$ cat src/rtl/add_share_arbiter_pkg.sv
// ---------------------------------------------------------------------------
// add_share_arbiter_pkg
//   Shared definitions for the adder-sharing arbiter:
//     DATA_W_DEF / SUM_W_DEF : default operand and sum widths
//     tag_t                  : requester tag container (wide enough for 16)
//     tag_width()            : tag width for a given requester count
//     rr_next()              : round-robin pointer successor
// ---------------------------------------------------------------------------
package add_share_arbiter_pkg;

  localparam int DATA_W_DEF = 8;
  localparam int SUM_W_DEF  = DATA_W_DEF + 1;
  localparam int MAX_REQ    = 16;
  localparam int TAG_W_MAX  = 4;

  typedef logic [TAG_W_MAX-1:0] tag_t;

  // Tag width is never zero, even for a degenerate single requester.
  function automatic int tag_width(input int n_req);
    return (n_req > 1) ? $clog2(n_req) : 1;
  endfunction

  // Pointer moves to the requester just after the one granted.
  function automatic int rr_next(input int g, input int n_req);
    return (g + 1) % n_req;
  endfunction

endpackage

$ cat src/rtl/add_share_tag_fifo.sv
// ---------------------------------------------------------------------------
// add_share_tag_fifo
//   In-order FIFO of requester tags, one entry per transaction in flight.
//   The head is read combinationally so the response path has no added
//   latency.
//   Ports:
//     clk, rst        clock, synchronous active-high reset
//     push, push_tag  write a tag (caller guarantees not full)
//     pop             drop the head entry (caller guarantees not empty)
//     head            tag at the head of the queue
//     count           number of stored entries (0..DEPTH)
//     empty           count == 0
// ---------------------------------------------------------------------------
module add_share_tag_fifo
  import add_share_arbiter_pkg::*;
#(
  parameter int TAG_W = 2,
  parameter int DEPTH = 4
) (
  input  logic                     clk,
  input  logic                     rst,
  input  logic                     push,
  input  logic [TAG_W-1:0]         push_tag,
  input  logic                     pop,
  output logic [TAG_W-1:0]         head,
  output logic [$clog2(DEPTH):0]   count,
  output logic                     empty
);

  localparam int PTR_W = (DEPTH > 1) ? $clog2(DEPTH) : 1;
  localparam int CNT_W = $clog2(DEPTH) + 1;

  logic [TAG_W-1:0] mem [DEPTH];
  logic [PTR_W-1:0] wr_ptr_reg;
  logic [PTR_W-1:0] rd_ptr_reg;
  logic [CNT_W-1:0] count_reg;

  // Storage has no reset; only the pointers and count define validity.
  always_ff @(posedge clk) begin
    if (push) begin
      mem[wr_ptr_reg] <= push_tag;
    end
  end

  always_ff @(posedge clk) begin
    if (rst) begin
      wr_ptr_reg <= '0;
      rd_ptr_reg <= '0;
      count_reg  <= '0;
    end else begin
      if (push) begin
        wr_ptr_reg <= (wr_ptr_reg == PTR_W'(DEPTH - 1)) ? '0 : wr_ptr_reg + 1'b1;
      end
      if (pop) begin
        rd_ptr_reg <= (rd_ptr_reg == PTR_W'(DEPTH - 1)) ? '0 : rd_ptr_reg + 1'b1;
      end
      case ({push, pop})
        2'b10:   count_reg <= count_reg + 1'b1;
        2'b01:   count_reg <= count_reg - 1'b1;
        default: count_reg <= count_reg;
      endcase
    end
  end

  assign head  = mem[rd_ptr_reg];
  assign count = count_reg;
  assign empty = (count_reg == '0);

endmodule

$ cat src/rtl/add_share_arbiter.sv
// ---------------------------------------------------------------------------
// add_share_arbiter
//   Shares a single two-operand adder among N_REQ requesters. A round-robin
//   arbiter picks one requester, its operand pair is held in an issue
//   register and offered on din_1/din_2 (each port completes independently),
//   and the granted index is queued so that each adder result is steered
//   back to the requester that issued it.
//
//   Optional build macro ADD_SHARE_ARBITER_STATS_EN adds stat_grants,
//   stat_results (wrapping 16-bit counters) and stat_err (sticky flag for a
//   result arriving with nothing in flight).
//
//   Ports:
//     clk, rst                         clock, synchronous active-high reset
//     req_vld/req_busy/req_a/req_b     requester operand channels (packed)
//     din_1_*, din_2_*                 operand channels to the adder
//     dout_vld/dout_busy/dout_data     sum channel from the adder
//     rsp_vld/rsp_busy/rsp_data        per-requester result, data broadcast
// ---------------------------------------------------------------------------
module add_share_arbiter
  import add_share_arbiter_pkg::*;
#(
  parameter int N_REQ  = 4,
  parameter int DATA_W = DATA_W_DEF,
  parameter int DEPTH  = 4
) (
  input  logic                      clk,
  input  logic                      rst,
  input  logic [N_REQ-1:0]          req_vld,
  output logic [N_REQ-1:0]          req_busy,
  input  logic [N_REQ*DATA_W-1:0]   req_a,
  input  logic [N_REQ*DATA_W-1:0]   req_b,
  output logic                      din_1_vld,
  input  logic                      din_1_busy,
  output logic [DATA_W-1:0]         din_1_data,
  output logic                      din_2_vld,
  input  logic                      din_2_busy,
  output logic [DATA_W-1:0]         din_2_data,
  input  logic                      dout_vld,
  output logic                      dout_busy,
  input  logic [DATA_W:0]           dout_data,
  output logic [N_REQ-1:0]          rsp_vld,
  input  logic [N_REQ-1:0]          rsp_busy,
  output logic [DATA_W:0]           rsp_data
`ifdef ADD_SHARE_ARBITER_STATS_EN
  ,
  output logic [15:0]               stat_grants,
  output logic [15:0]               stat_results,
  output logic                      stat_err
`endif
);

  localparam int TAG_W     = tag_width(N_REQ);
  localparam int CNT_W     = $clog2(DEPTH) + 1;
  localparam int SUM_PTR_W = TAG_W + 1;

  // Unpacked views of the requester operand buses.
  logic [DATA_W-1:0] a_arr [N_REQ];
  logic [DATA_W-1:0] b_arr [N_REQ];

  for (genvar gi = 0; gi < N_REQ; gi++) begin : g_unpack
    assign a_arr[gi] = req_a[gi*DATA_W +: DATA_W];
    assign b_arr[gi] = req_b[gi*DATA_W +: DATA_W];
  end

  // Issue stage state.
  logic              iss_vld_reg;
  logic [DATA_W-1:0] iss_a_reg;
  logic [DATA_W-1:0] iss_b_reg;
  logic              d1_done_reg;
  logic              d2_done_reg;
  logic [TAG_W-1:0]  rr_ptr_reg;

  // Tag FIFO interface.
  logic              push;
  logic              pop;
  logic [TAG_W-1:0]  head;
  logic [CNT_W-1:0]  count;
  logic              empty;

  // ------------------------------------------------------------------
  // Round-robin winner: rotate req_vld so bit 0 is the rr_ptr position,
  // take the first set bit, then map the offset back to an index.
  // ------------------------------------------------------------------
  logic [2*N_REQ-1:0]   req_dbl;
  logic [N_REQ-1:0]     req_rot;
  logic                 found;
  logic [SUM_PTR_W-1:0] win_sum;
  logic [TAG_W-1:0]     winner;
  logic                 can_grant;
  logic                 grant;

  assign req_dbl = {req_vld, req_vld};
  assign req_rot = req_dbl[{1'b0, rr_ptr_reg} +: N_REQ];

  always_comb begin
    found   = 1'b0;
    win_sum = '0;
    for (int k = 0; k < N_REQ; k++) begin
      if (!found && req_rot[k]) begin
        found   = 1'b1;
        win_sum = {1'b0, rr_ptr_reg} + SUM_PTR_W'(k);
      end
    end
    if (win_sum >= SUM_PTR_W'(N_REQ)) begin
      win_sum = win_sum - SUM_PTR_W'(N_REQ);
    end
  end

  assign winner = win_sum[TAG_W-1:0];

  // Grants wait for the issue register to drain completely; a result pop
  // in the same cycle is deliberately not counted towards free space.
  assign can_grant = ~iss_vld_reg & (count < CNT_W'(DEPTH));
  assign grant     = ~rst & can_grant & found;

  for (genvar gi = 0; gi < N_REQ; gi++) begin : g_req_busy
    assign req_busy[gi] = ~(grant & (winner == TAG_W'(gi)));
  end

  // ------------------------------------------------------------------
  // Issue stage: each operand port completes on its own; the pair
  // retires on the edge where the second (or both) transfer.
  // ------------------------------------------------------------------
  logic d1_xfer;
  logic d2_xfer;
  logic d1_now;
  logic d2_now;

  assign din_1_vld  = iss_vld_reg & ~d1_done_reg;
  assign din_2_vld  = iss_vld_reg & ~d2_done_reg;
  assign din_1_data = iss_a_reg;
  assign din_2_data = iss_b_reg;

  assign d1_xfer = din_1_vld & ~din_1_busy;
  assign d2_xfer = din_2_vld & ~din_2_busy;
  assign d1_now  = d1_done_reg | d1_xfer;
  assign d2_now  = d2_done_reg | d2_xfer;

  always_ff @(posedge clk) begin
    if (rst) begin
      iss_vld_reg <= 1'b0;
      iss_a_reg   <= '0;
      iss_b_reg   <= '0;
      d1_done_reg <= 1'b0;
      d2_done_reg <= 1'b0;
      rr_ptr_reg  <= '0;
    end else if (iss_vld_reg) begin
      if (d1_now && d2_now) begin
        iss_vld_reg <= 1'b0;
        d1_done_reg <= 1'b0;
        d2_done_reg <= 1'b0;
      end else begin
        d1_done_reg <= d1_now;
        d2_done_reg <= d2_now;
      end
    end else if (grant) begin
      iss_vld_reg <= 1'b1;
      iss_a_reg   <= a_arr[winner];
      iss_b_reg   <= b_arr[winner];
      rr_ptr_reg  <= TAG_W'(rr_next(int'(winner), N_REQ));
    end
  end

  // ------------------------------------------------------------------
  // Tag FIFO and response steering. Results return in issue order, so
  // the head tag always names the owner of the current dout.
  // ------------------------------------------------------------------
  assign push = grant;
  assign pop  = dout_vld & ~dout_busy;

  add_share_tag_fifo #(
    .TAG_W (TAG_W),
    .DEPTH (DEPTH)
  ) u_tag_fifo (
    .clk      (clk),
    .rst      (rst),
    .push     (push),
    .push_tag (winner),
    .pop      (pop),
    .head     (head),
    .count    (count),
    .empty    (empty)
  );

  // With nothing in flight the adder output is stalled, never dropped.
  assign dout_busy = rst | empty | rsp_busy[head];
  assign rsp_data  = dout_data;

  for (genvar gi = 0; gi < N_REQ; gi++) begin : g_rsp
    assign rsp_vld[gi] = dout_vld & ~empty & (head == TAG_W'(gi));
  end

`ifdef ADD_SHARE_ARBITER_STATS_EN
  always_ff @(posedge clk) begin
    if (rst) begin
      stat_grants  <= '0;
      stat_results <= '0;
      stat_err     <= 1'b0;
    end else begin
      if (grant) begin
        stat_grants <= stat_grants + 16'd1;
      end
      if (pop) begin
        stat_results <= stat_results + 16'd1;
      end
      if (dout_vld && empty) begin
        stat_err <= 1'b1;
      end
    end
  end
`endif

endmodule

$ cat config.mk
export PLATFORM = sky130hd
export DESIGN_NAME = add_share_arbiter
export DESIGN_NICKNAME = d
export VERILOG_FILES = /design/src/rtl/add_share_arbiter_pkg.sv /design/src/rtl/add_share_tag_fifo.sv /design/src/rtl/add_share_arbiter.sv
export SDC_FILE = /design/constraint.sdc
export NUM_CORES = 1
export LEC_CHECK = 0
export ABC_AREA = 1
export ABC_CLOCK_PERIOD_IN_PS = 3000
export CAP_MARGIN = 20
export CORE_ASPECT_RATIO = 1.75
export CORE_MARGIN = 1
export CORE_UTILIZATION = 44
export CTS_CLUSTER_SIZE = 14
export DETAILED_ROUTE_END_ITERATION = 8
export PLACE_DENSITY = 0.82
export SYNTH_ARGS = -nofsm -noshare
export SYNTH_HDL_FRONTEND = slang
export SYNTH_SLANG_ARGS = --single-unit
$ cat constraint.sdc
create_clock -name clk -period 3 [get_ports clk]
set_clock_uncertainty 0.1 [all_clocks]
set_input_delay 0.6 -clock clk [delete_from_list [all_inputs] [get_ports clk]]
set_output_delay 0.6 -clock clk [all_outputs]
set_load 0.005 [all_outputs]
==> flow_metrics.py <==
metrics = {
    "die": {
        "core_area_sq_mm": 0.00649,
        "dieArea_sq_mm": 0.00707,
        "fp.dieW_um": 64.0,
        "die_h_um": 111,
        "ios": 122,
        "fp-row-count": 39,
        "start_util_pct": 45.6,
    },
    "yosys": {
        "synth_top_area_share_pct": 20.3,
        "synth-compound-area-share_pct": 4.73,
        "synth-adder-area-share_pct": 4.90,
        "async_reset_ff_share_pct": 0,
        "synth_top_area_cell": "dfxtp_1",
        "synth_edf_count": 8,
        "synth_top_family_by_area": "simple AND/OR/NAND/NOR gates",
        "syn_avg_cell_area_sq_um": 6.22,
        "ys.warnings.count": 0,
        "synthFlopType": "dfxtp_1",
        "yosys.area_share.simple_pct": 40.1,
        "synthXorXnorAreaFrac_pct": 0.296,
        "synth.area.top_cells": "dfxtp_1 20%, nand3_1 16%, inv_1 13%",
        "synth_cells": 476,
        "synth_cell_type_count": 27,
        "synth_seq_area_share_pct": 28.4,
        "ys_seq_elements": 38,
        "yosys-top-cells-count": "106 x inv_1, 93 x nand3_1, 84 x nand2_1, 56 x nor2_1, 30 x dfxtp_1",
        "muxShareOfSynthArea_pct": 0,
        "syn_nets": 573,
        "synth_area_sq_mm": 0.00296,
        "synth.most_common_cell": "inv_1",
    },
    "layout": {
        "drive_above_1_share_pct": 8.23,
        "area_growth_pct": 41.2,
        "fin_nets": 667,
        "fillers": 568,
        "antennaDiodeCount": 0,
        "final_cells": 653,
    },
    "critical_path": {
        "worstRegToRegCells": 14,
        "cp_cell_sequence": "dlygate4sd2_1 > nand2_2 > nand2_2 > nand2_1 > nand2_2 > nor3_4 > nand3_2 > nand2_4 > inv_4 > ha_1 > nand2_1 > dlygate4sd2_1",
        "crit_top_cell": "nand2_2",
        "cp-end-kind": "output port",
        "worstSetupPathType": "in2out",
        "cp_data_required_time_ns": 2.30,
        "cp_slowest_cell": "dlygate4sd2_1",
        "critical_path.max_stage_delay_ns": 0.26,
        "crit_arrival_ns": 2.18,
        "cp_max_fo": 4,
        "r2r-start": "rr_ptr_reg[1]",
        "reg2reg_slack_ns": 0.30,
        "critPathLaunchType": "input pin",
        "r2r_end": "u_tag_fifo.count[2]",
    },
    "global_route": {
        "overflow": 0,
        "grt_usage_pct": 22.7,
        "antenna_found_initial": 0,
        "grt_max_degree": 36,
        "grt_pass1_vias": 3120,
        "grt_pass1_wl_mm": 12.8,
    },
    "placed_design": {
        "place_hpwl_mm": 6.01,
        "pre_cts_slack_ns": -0.391,
        "dp.cells": 645,
        "globalplace.congestion": 0.833,
        "port_buffers": 103,
    },
    "timing": {
        "hold_violations": 0,
        "finalCriticalPeriod_ns": 2.88,
        "fmax_mhz": 347,
        "rsz0062_at_grt": "false",
        "final.setup.tns_ns": 0,
        "layout_setup_ws_ns": 0.120,
        "tightest_slew_ns": 0.416,
        "slew-limit-headroom_pct": 72.1,
        "period_share_pct": 96.0,
        "setup_viol": 0,
        "slew_violations": 0,
    },
    "routing": {
        "drt_iter0_drc": 102,
        "totalWireLength_mm": 7.80,
        "viasPerCell": 4.89,
        "drc_errors": 0,
        "first_pass_iters": 4,
        "antenna_left": 0,
        "avgRoutedWirePerCell_um": 11.9,
        "vias": 3192,
    },
    "clocking": {
        "htreeDepth": 2,
        "cts_setup_buffers": 0,
        "cts_sinks": 38,
        "cts_tree": "yes",
        "clock_path_buffers": 2,
        "cts_hold_buf": 0,
        "clk_latency_ns": 0.27,
        "numCtsBuffers": 5,
        "clk_pin_slew_ns": 0.06,
        "cts.root.buffer_cell": "clkbuf_16",
    },
    "power": {
        "combPwrFrac_pct": 62.3,
        "power_frac_clock_pct": 16.5,
        "pwr-share-seq_pct": 21.2,
        "p_per_area_mw_per_mm2": 965,
        "intPower_uw": 2200,
        "ir_worst_vdd_mv": 0.449,
        "p_sw_uw": 1830,
        "sw_frac_of_total_pct": 45.4,
        "p_leak_uw": 0.00214,
    },
    "hold_path": {
        "min_delay_path_depth": 1,
        "worst_hold_path.endpoint": "u_tag_fifo.count[0]",
        "hp-start": "u_tag_fifo.count[0]",
        "hp-class": "reg2reg",
    },
    "status": {
        "status": "finished clean",
    },
    "flow_run": {
        "cap_viol_max_count": 0,
    },
}
## layout make-up
type,instances,area (sq um),area share (%)
clock buffers,5,125,2.99
clock inverters,3,63.8,1.53
multi-input cells,298,1500,36.0
repair buffers,116,1120,26.8
inverters,111,424,10.1
flip-flops and latches,38,842,20.1
well taps,82,103,2.46
## what timing repair did
item	4_1_cts	5_1_grt
endpoints found under the hold margin	0	0
pin swaps	4	1
gates resized for setup	16	2
endpoints found under the setup margin	4	3
## stage by stage
stage | util (%) | hold WS, ns | instance area (sq um) | power [uW]
finish | 64.4 | 0.395 | 4180 | 4030
CTS | 64.4 | 0.388 | 4180 | 4030
global route | 64.4 | 0.412 | 4180 | 4380
floorplan | - | 0.330 | 2960 | 2630
global placement | 61.3 | 0.364 | 3980 | 3290
detailed placement | 61.3 | 0.373 | 3980 | 3340
## how the worst max path moves through the flow
stage / startpoint / to / cells past startpoint
final: req_vld[3] / req_busy[3] / 12
after global routing: req_vld[3] / req_busy[3] / 12
after CTS: req_vld[3] / req_busy[3] / 12
after detailed placement: req_vld[3] / req_busy[3] / 12
after global placement: req_vld[1] / req_busy[3] / 12
after floorplan: req_vld[3] / u_tag_fifo.count[2] / 15
## routing by layer
| metal | routed length (um) | track usage (%) | up-vias |
|---|---|---|---|
| met5 | 0 | 0 | - |
| met4 | 272 | 11.1 | 0 |
| met3 | 481 | 4.03 | 23 |
| met2 | 4360 | 45.5 | 122 |
| met1 | 2680 | 20.6 | 1413 |
| li1 | - | - | 1634 |
## power by group through the flow
stage / sequential (uW) / clock, uW / combinational, uW
global route: 874 / 696 / 2810
CTS: 856 / 674 / 2500
finish: 855 / 666 / 2510
global placement: 854 / 0 / 2430
detailed placement: 861 / 0 / 2480
floorplan: 813 / 0 / 1820
## logic make-up after synthesis
family	count (synthesis)
XOR/XNOR	1
AND/OR/NAND/NOR	259
adder cells (fa/ha/maj)	11
buffers and inverters	140
flip-flops	38
AO/OA/AOI/OAI	27
## layout by cell type (no fill, tap or decap), drive strengths merged
master         netlist  final
nor3                 9      9
nand4                3      3
clkdlybuf4s50        0     95
clkinv               0      1
bufinv               0      2
fa                   1      1
dfxtp               30     30
clkbuf               2      5
ha                  10     10
a211oi               1      1
nand3               95     95
o21a                 1      1
nand2               95     95
nor2                56     56
edfxtp               8      8
dlygate4sd2          0      8
inv                111    111
buf                 27     13
or2                  1      1
a21oi               12     12
o21ai               13     13
xor2                 1      1
## critical path: cells and delay by family
kind / cells / cell delay [ns]
and+or+nand+nor: 8 / 0.86
buffers and inverters: 3 / 0.53
adders and majority gates: 1 / 0.19
No activity file was read; power rests on OpenSTA's default activity.
